### config.mk
export PLATFORM = sky130hd
export DESIGN_NAME = serial_adder_flat
export DESIGN_NICKNAME = d
export VERILOG_FILES = /design/src/rtl/serial_adder_pkg.sv /design/src/rtl/serial_adder_if.sv /design/src/rtl/serial_adder_full_adder.sv /design/src/rtl/serial_adder.sv /design/src/flat_wrapper.sv
export SDC_FILE = /design/constraint.sdc
export NUM_CORES = 1
export LEC_CHECK = 0
export BUFFER_PORTS_ARGS = -buffer_cell sky130_fd_sc_hd__buf_2
export CAP_MARGIN = 20
export CORE_MARGIN = 2
export CORE_UTILIZATION = 35
export CTS_BUF_LIST = sky130_fd_sc_hd__clkbuf_16
export DETAILED_ROUTE_END_ITERATION = 16
export HOLD_SLACK_MARGIN = 0.02
export PLACE_DENSITY_LB_ADDON = 0.08
export SYNTH_ARGS = -nofsm -noshare
export SYNTH_HDL_FRONTEND = slang
export SYNTH_SLANG_ARGS = --single-unit
### constraint.sdc
create_clock -name Clk -period 1.65 [get_ports Clk]
set_input_delay 0.33 -clock Clk [delete_from_list [all_inputs] [get_ports Clk]]
set_output_delay 0.33 -clock Clk [all_outputs]
set_load 0.03 [all_outputs]
### src/rtl/serial_adder_pkg.sv
// rtl/serial_adder_pkg.sv - shared constants and state type for the bit-serial adder
//
// Purpose: default operand width and the controller state encoding shared by
//          serial_adder and its interface.
// Ports:   none (package).
package serial_adder_pkg;

   localparam int DEF_WIDTH = 8;

   localparam logic [1:0] S_IDLE  = 2'd0;
   localparam logic [1:0] S_SHIFT = 2'd1;
   localparam logic [1:0] S_DONE  = 2'd2;

   // 2'd3 is never entered on purpose; the controller treats it as a fault
   // and falls back to idle.
   typedef enum logic [1:0] {
      ST_IDLE  = S_IDLE,
      ST_SHIFT = S_SHIFT,
      ST_DONE  = S_DONE,
      ST_BAD   = 2'd3
   } state_t;

endpackage

### src/rtl/serial_adder_if.sv
// rtl/serial_adder_if.sv - request/result bundle between a requester and serial_adder
//
// Purpose: groups the operand request and the registered result signals.
// Signals: Start/A/B/Cin driven by the master (requester);
//          Busy/Done/Sum/Cout driven by the slave (serial_adder).
// Modports: master - requester side; slave - adder side.
interface serial_adder_if
   import serial_adder_pkg::*;
#(
   parameter int WIDTH = DEF_WIDTH
);

   logic             Start;
   logic [WIDTH-1:0] A;
   logic [WIDTH-1:0] B;
   logic             Cin;
   logic             Busy;
   logic             Done;
   logic [WIDTH-1:0] Sum;
   logic             Cout;

   modport master (
      output Start, A, B, Cin,
      input  Busy, Done, Sum, Cout
   );

   modport slave (
      input  Start, A, B, Cin,
      output Busy, Done, Sum, Cout
   );

endinterface

### src/rtl/serial_adder_full_adder.sv
// rtl/serial_adder_full_adder.sv - single-bit full adder used as the serial datapath
//
// Purpose: one-bit A + B + Cin.
// Ports:   A, B, Cin in (1 bit each); Sum, Cout out (1 bit each).
module FullAdder (
   input  logic A,
   input  logic B,
   input  logic Cin,
   output logic Sum,
   output logic Cout
);

   assign Sum  = A ^ B ^ Cin;
   assign Cout = (A & B) | (Cin & (A ^ B));

endmodule

### src/rtl/serial_adder.sv
// rtl/serial_adder.sv - bit-serial unsigned adder, one operand bit per clock
//
// Purpose: computes {Cout,Sum} = A + B + Cin over WIDTH bits using one
//          FullAdder, a carry flip-flop, operand shift registers and a
//          three-state controller.
// Ports:   Clk   in  - rising-edge clock
//          Reset in  - synchronous, active-high reset
//          bus   slave modport of serial_adder_if:
//                Start/A/B/Cin in  - request, captured when accepted in idle
//                Busy          out - high whenever not idle
//                Done          out - one-cycle pulse, result valid
//                Sum/Cout      out - registered result, held until next completion
module serial_adder
   import serial_adder_pkg::*;
#(
   parameter int WIDTH = DEF_WIDTH
) (
   input  logic          Clk,
   input  logic          Reset,
   serial_adder_if.slave bus
);

   localparam int            CW   = (WIDTH > 1) ? $clog2(WIDTH) : 1;
   localparam logic [CW-1:0] LAST = CW'(WIDTH - 1);

   state_t           state;
   logic [WIDTH-1:0] a_sr;
   logic [WIDTH-1:0] b_sr;
   logic [WIDTH-1:0] sum_sr;
   logic             carry;
   logic [CW-1:0]    cnt;

   logic             fa_sum;
   logic             fa_cout;
   logic [WIDTH-1:0] sum_next;

   FullAdder u_fa (
      .A    (a_sr[0]),
      .B    (b_sr[0]),
      .Cin  (carry),
      .Sum  (fa_sum),
      .Cout (fa_cout)
   );

   // New sum bit enters at the MSB; after WIDTH shifts bit 0 of the result
   // has arrived at the LSB.
   assign sum_next = {fa_sum, {(WIDTH-1){1'b0}}} | (sum_sr >> 1);

   always_ff @(posedge Clk) begin
      if (Reset) begin
         state    <= ST_IDLE;
         a_sr     <= '0;
         b_sr     <= '0;
         sum_sr   <= '0;
         carry    <= 1'b0;
         cnt      <= '0;
         bus.Busy <= 1'b0;
         bus.Done <= 1'b0;
         bus.Sum  <= '0;
         bus.Cout <= 1'b0;
      end else begin
         case (state)
            ST_IDLE: begin
               bus.Done <= 1'b0;
               if (bus.Start) begin
                  a_sr     <= bus.A;
                  b_sr     <= bus.B;
                  carry    <= bus.Cin;
                  sum_sr   <= '0;
                  cnt      <= '0;
                  bus.Busy <= 1'b1;
                  state    <= ST_SHIFT;
               end
            end

            ST_SHIFT: begin
               a_sr   <= a_sr >> 1;
               b_sr   <= b_sr >> 1;
               sum_sr <= sum_next;
               carry  <= fa_cout;
               if (cnt == LAST) begin
                  // Final bit: publish the result and clear the counter
                  // rather than letting it wrap.
                  cnt      <= '0;
                  bus.Sum  <= sum_next;
                  bus.Cout <= fa_cout;
                  bus.Done <= 1'b1;
                  state    <= ST_DONE;
               end else begin
                  cnt <= cnt + CW'(1);
               end
            end

            ST_DONE: begin
               bus.Done <= 1'b0;
               bus.Busy <= 1'b0;
               state    <= ST_IDLE;
            end

            default: begin
               bus.Done <= 1'b0;
               bus.Busy <= 1'b0;
               state    <= ST_IDLE;
            end
         endcase
      end
   end

endmodule

### src/flat_wrapper.sv
// flat-port wrapper written by rule: the top's interface ports become plain ports
module serial_adder_flat import serial_adder_pkg::*;
#(
   parameter int WIDTH = DEF_WIDTH
)
  (Clk, Reset, bus_Start, bus_A, bus_B, bus_Cin, bus_Busy, bus_Done, bus_Sum, bus_Cout);
  serial_adder_if #(.WIDTH(WIDTH)) bus_i ();
  input  logic Clk;
  input  logic Reset;
  input wire logic [$bits(bus_i.Start)-1:0] bus_Start;
  input wire logic [$bits(bus_i.A)-1:0] bus_A;
  input wire logic [$bits(bus_i.B)-1:0] bus_B;
  input wire logic [$bits(bus_i.Cin)-1:0] bus_Cin;
  output wire logic [$bits(bus_i.Busy)-1:0] bus_Busy;
  output wire logic [$bits(bus_i.Done)-1:0] bus_Done;
  output wire logic [$bits(bus_i.Sum)-1:0] bus_Sum;
  output wire logic [$bits(bus_i.Cout)-1:0] bus_Cout;
  assign bus_i.Start = bus_Start;
  assign bus_i.A = bus_A;
  assign bus_i.B = bus_B;
  assign bus_i.Cin = bus_Cin;
  assign bus_Busy = bus_i.Busy;
  assign bus_Done = bus_i.Done;
  assign bus_Sum = bus_i.Sum;
  assign bus_Cout = bus_i.Cout;
  serial_adder #(.WIDTH(WIDTH)) u_core (.Clk(Clk), .Reset(Reset), .bus(bus_i));
endmodule
==> reports/metrics.cfg <==
[detailed_routing]
firstDrtPassIters=4
met1_length_um=1500
drt-initial-drc-count=50
route.vias.total=1285
drt-total-wl_um=3280
postRouteAntennaNets=0
via_per_inst=4.98
top_layer_used=met4
wl_per_cell_um=12.7
drc_errors=0
dr_wl_met3_um=146
route.met2.wl_um=1590

[global_routing]
grt_max_degree=31
first_global_vias=1268
grt_pass1_wl_um=5600
antenna_found_initial=0
overflow=0
track_usage_pct=13.3

[worst_setup_path]
startpoint=u_core.cnt[0]$_SDFFE_PP0P_
worstSetupPathType=reg -> reg
setup.worst_path.start_class=flop
timing.rr.start=u_core.cnt[0]$_SDFFE_PP0P_
crit_fanout=9
worst_ep_required_time_ps=1850
crit_path_end_kind=flop
crit_arrival_ps=1620

[sta]
finalWorstPathRequiredPeriod_ps=1420
drv_slew=0
tightest_slew_ps=428
grt_setup_unrepaired=false
period_share_pct=85.8
hold_ws_ps=353
relSlewSlack_pct=71.4
setup_tns_ps=0
finalHoldViolations=0
fin_skew_ps=3.32
fmax_ghz=0.706
finalSetupViolCount=0
fin_ws_ps=234

[placed_design]
port_buffers=30
dp_cells=250
dpl.hpwl_um=2340
place_worst_setup_slack_ps=254
routabilityCongestion=0.749

[worst_hold_path]
hp-class=in -> reg
worstHoldStart=bus_B[7]

[die]
start_util_pct=36.2
rows=25
fp.dieW_um=73.7
coreArea_mm2=0.00469
die_h_um=73.7
die_area_mm2=0.00543
ios=31

[clock_network]
cts-resized-gates=0
cts_tree=built
numClockSinks=40
cts_hold_buf=0
clock_latency_ps=270
clock_path_buffers=2
post_cts.repair.setup_buffers=0
clkTransAtPathRegs_ps=60
cts_buffers=5
h-tree-depth=2
ctsRootBufferMaster=clkbuf_16

[synthesis]
syn_inst=173
yosysSeqAreaShare_pct=47.1
syn_avg_cell_area_um2=9.82
synth_ff_type=dfxtp_1
synth.area.top_cells=dfxtp_1, a211oi_2, mux2i_1, nor2_1, nand2_1
ys_ff_latch=40
syn-cell-area_mm2=0.00170
synth_edf_count=0
synthDistinctLibCells=23
yosys_warnings=0
synth_top_area_share_pct=47.1
synthArstFlopShare_pct=0
synth_nets=197
yosysTopAreaCell=dfxtp_1

[cells_and_area]
n_antenna_cell=0
nets=227
instances_no_fill=258
drive_above_1_share_pct=29.4
fillers=448
area_delta_synth_final_pct=22.2

[run_status]
status=finished clean

[power_and_ir_drop]
peakVddDrop_mv=0.565
finalPower_mw=2.35
p_leak_nw=0.842
powerDensity_mw_per_mm2=1130

[flow_run]
maxCapViolations=0

-- cell usage in the layout (no fill, tap or decap), drive strengths merged, types with 2 or more instances in the layout --
cell,n
a21oi,12
inv,2
nand4bb,2
a211oi,15
nor2,29
o21ai,3
clkinv,2
dfxtp,40
mux2i,15
a22oi,9
ha,3
buf,36
clkbuf,5
nand2,19
nor3,3
nor2b,2
-- where the power goes --
| part | internal [mW] | leakage (nW) | switching, mW |
|---|---|---|---|
| clock | 0.702 | 0.0789 | 0.352 |
| sequential | 1.01 | 0.327 | 0.0288 |
| combinational | 0.117 | 0.435 | 0.135 |
| total | 1.83 | 0.842 | 0.515 |
-- sequential cells by signal, indices dropped and copies added (netlist names) --
register         count
u_core.a_sr          8
u_core.b_sr          8
u_core.bus.Busy      1
u_core.bus.Cout      1
u_core.bus.Done      1
u_core.bus.Sum       8
u_core.carry         1
u_core.cnt           3
u_core.state         2
u_core.sum_sr        7
-- worst max-delay path, cell delays in order, from the launching register on --
cell and delay (ps):
dfxtp_1 360, ha_1 180, ha_1 200, and3b_1 370
nand2_1 90, a21oi_1 140
-- layout make-up --
class / instances / area [um2] / share of cell area (%)
sequential: 40 / 801 / 38.6
inverter: 2 / 7.51 / 0.361
timing repair buffer: 36 / 220 / 10.6
clock buffer: 5 / 125 / 6.02
tap: 54 / 67.6 / 3.25
multi-input combinational: 118 / 818 / 39.4
clock inverter: 3 / 37.5 / 1.81
-- layer usage --
metal | track usage [%] | vias up
li1 | - | 662
met2 | 21.9 | 23
met5 | 0 | -
met1 | 15.6 | 595
met4 | 6.67 | 0
met3 | 3.98 | 5
-- through the flow --
stage	utilization, %	cell area, um2
global placement	40.8	1910
CTS	44.3	2080
detailed placement	40.8	1910
finish	44.3	2080
floorplan	-	1700
global route	44.3	2080
-- path summary, 6_finish.rpt --
check | end | slack [ps] | cells past startpoint
worst min register to register | u_core.bus.Sum[4]$_SDFFE_PP0P_ | 450 | 2
worst max register to register | u_core.bus.Sum[6]$_SDFFE_PP0P_ | 230 | 5
worst min-delay path | u_core.b_sr[7]$_SDFFE_PP0P_ | 350 | 3
worst max-delay path | u_core.bus.Sum[6]$_SDFFE_PP0P_ | 230 | 5
-- logic make-up after synthesis --
logic type	after synthesis	synth area share [%]
AOI/OAI and AO/OA	42	21.2
adders and majority gates	4	3.39
buffers and inverters	15	4.71
DFF	40	47.1
muxes	15	8.84
and+or+nand+nor	57	14.7
-- Yosys cell counts, drive strengths merged, types with 2 or more instances --
cell type	n
dfxtp	40
nor2	29
nand2	19
a211oi	15
mux2i	15
a21oi	12
buf	10
a22oi	9
clkbuf	3
ha	3
nor3	3
o21ai	3
inv	2
nand4bb	2
nor2b	2
No activity file was read; power rests on OpenSTA's default activity.
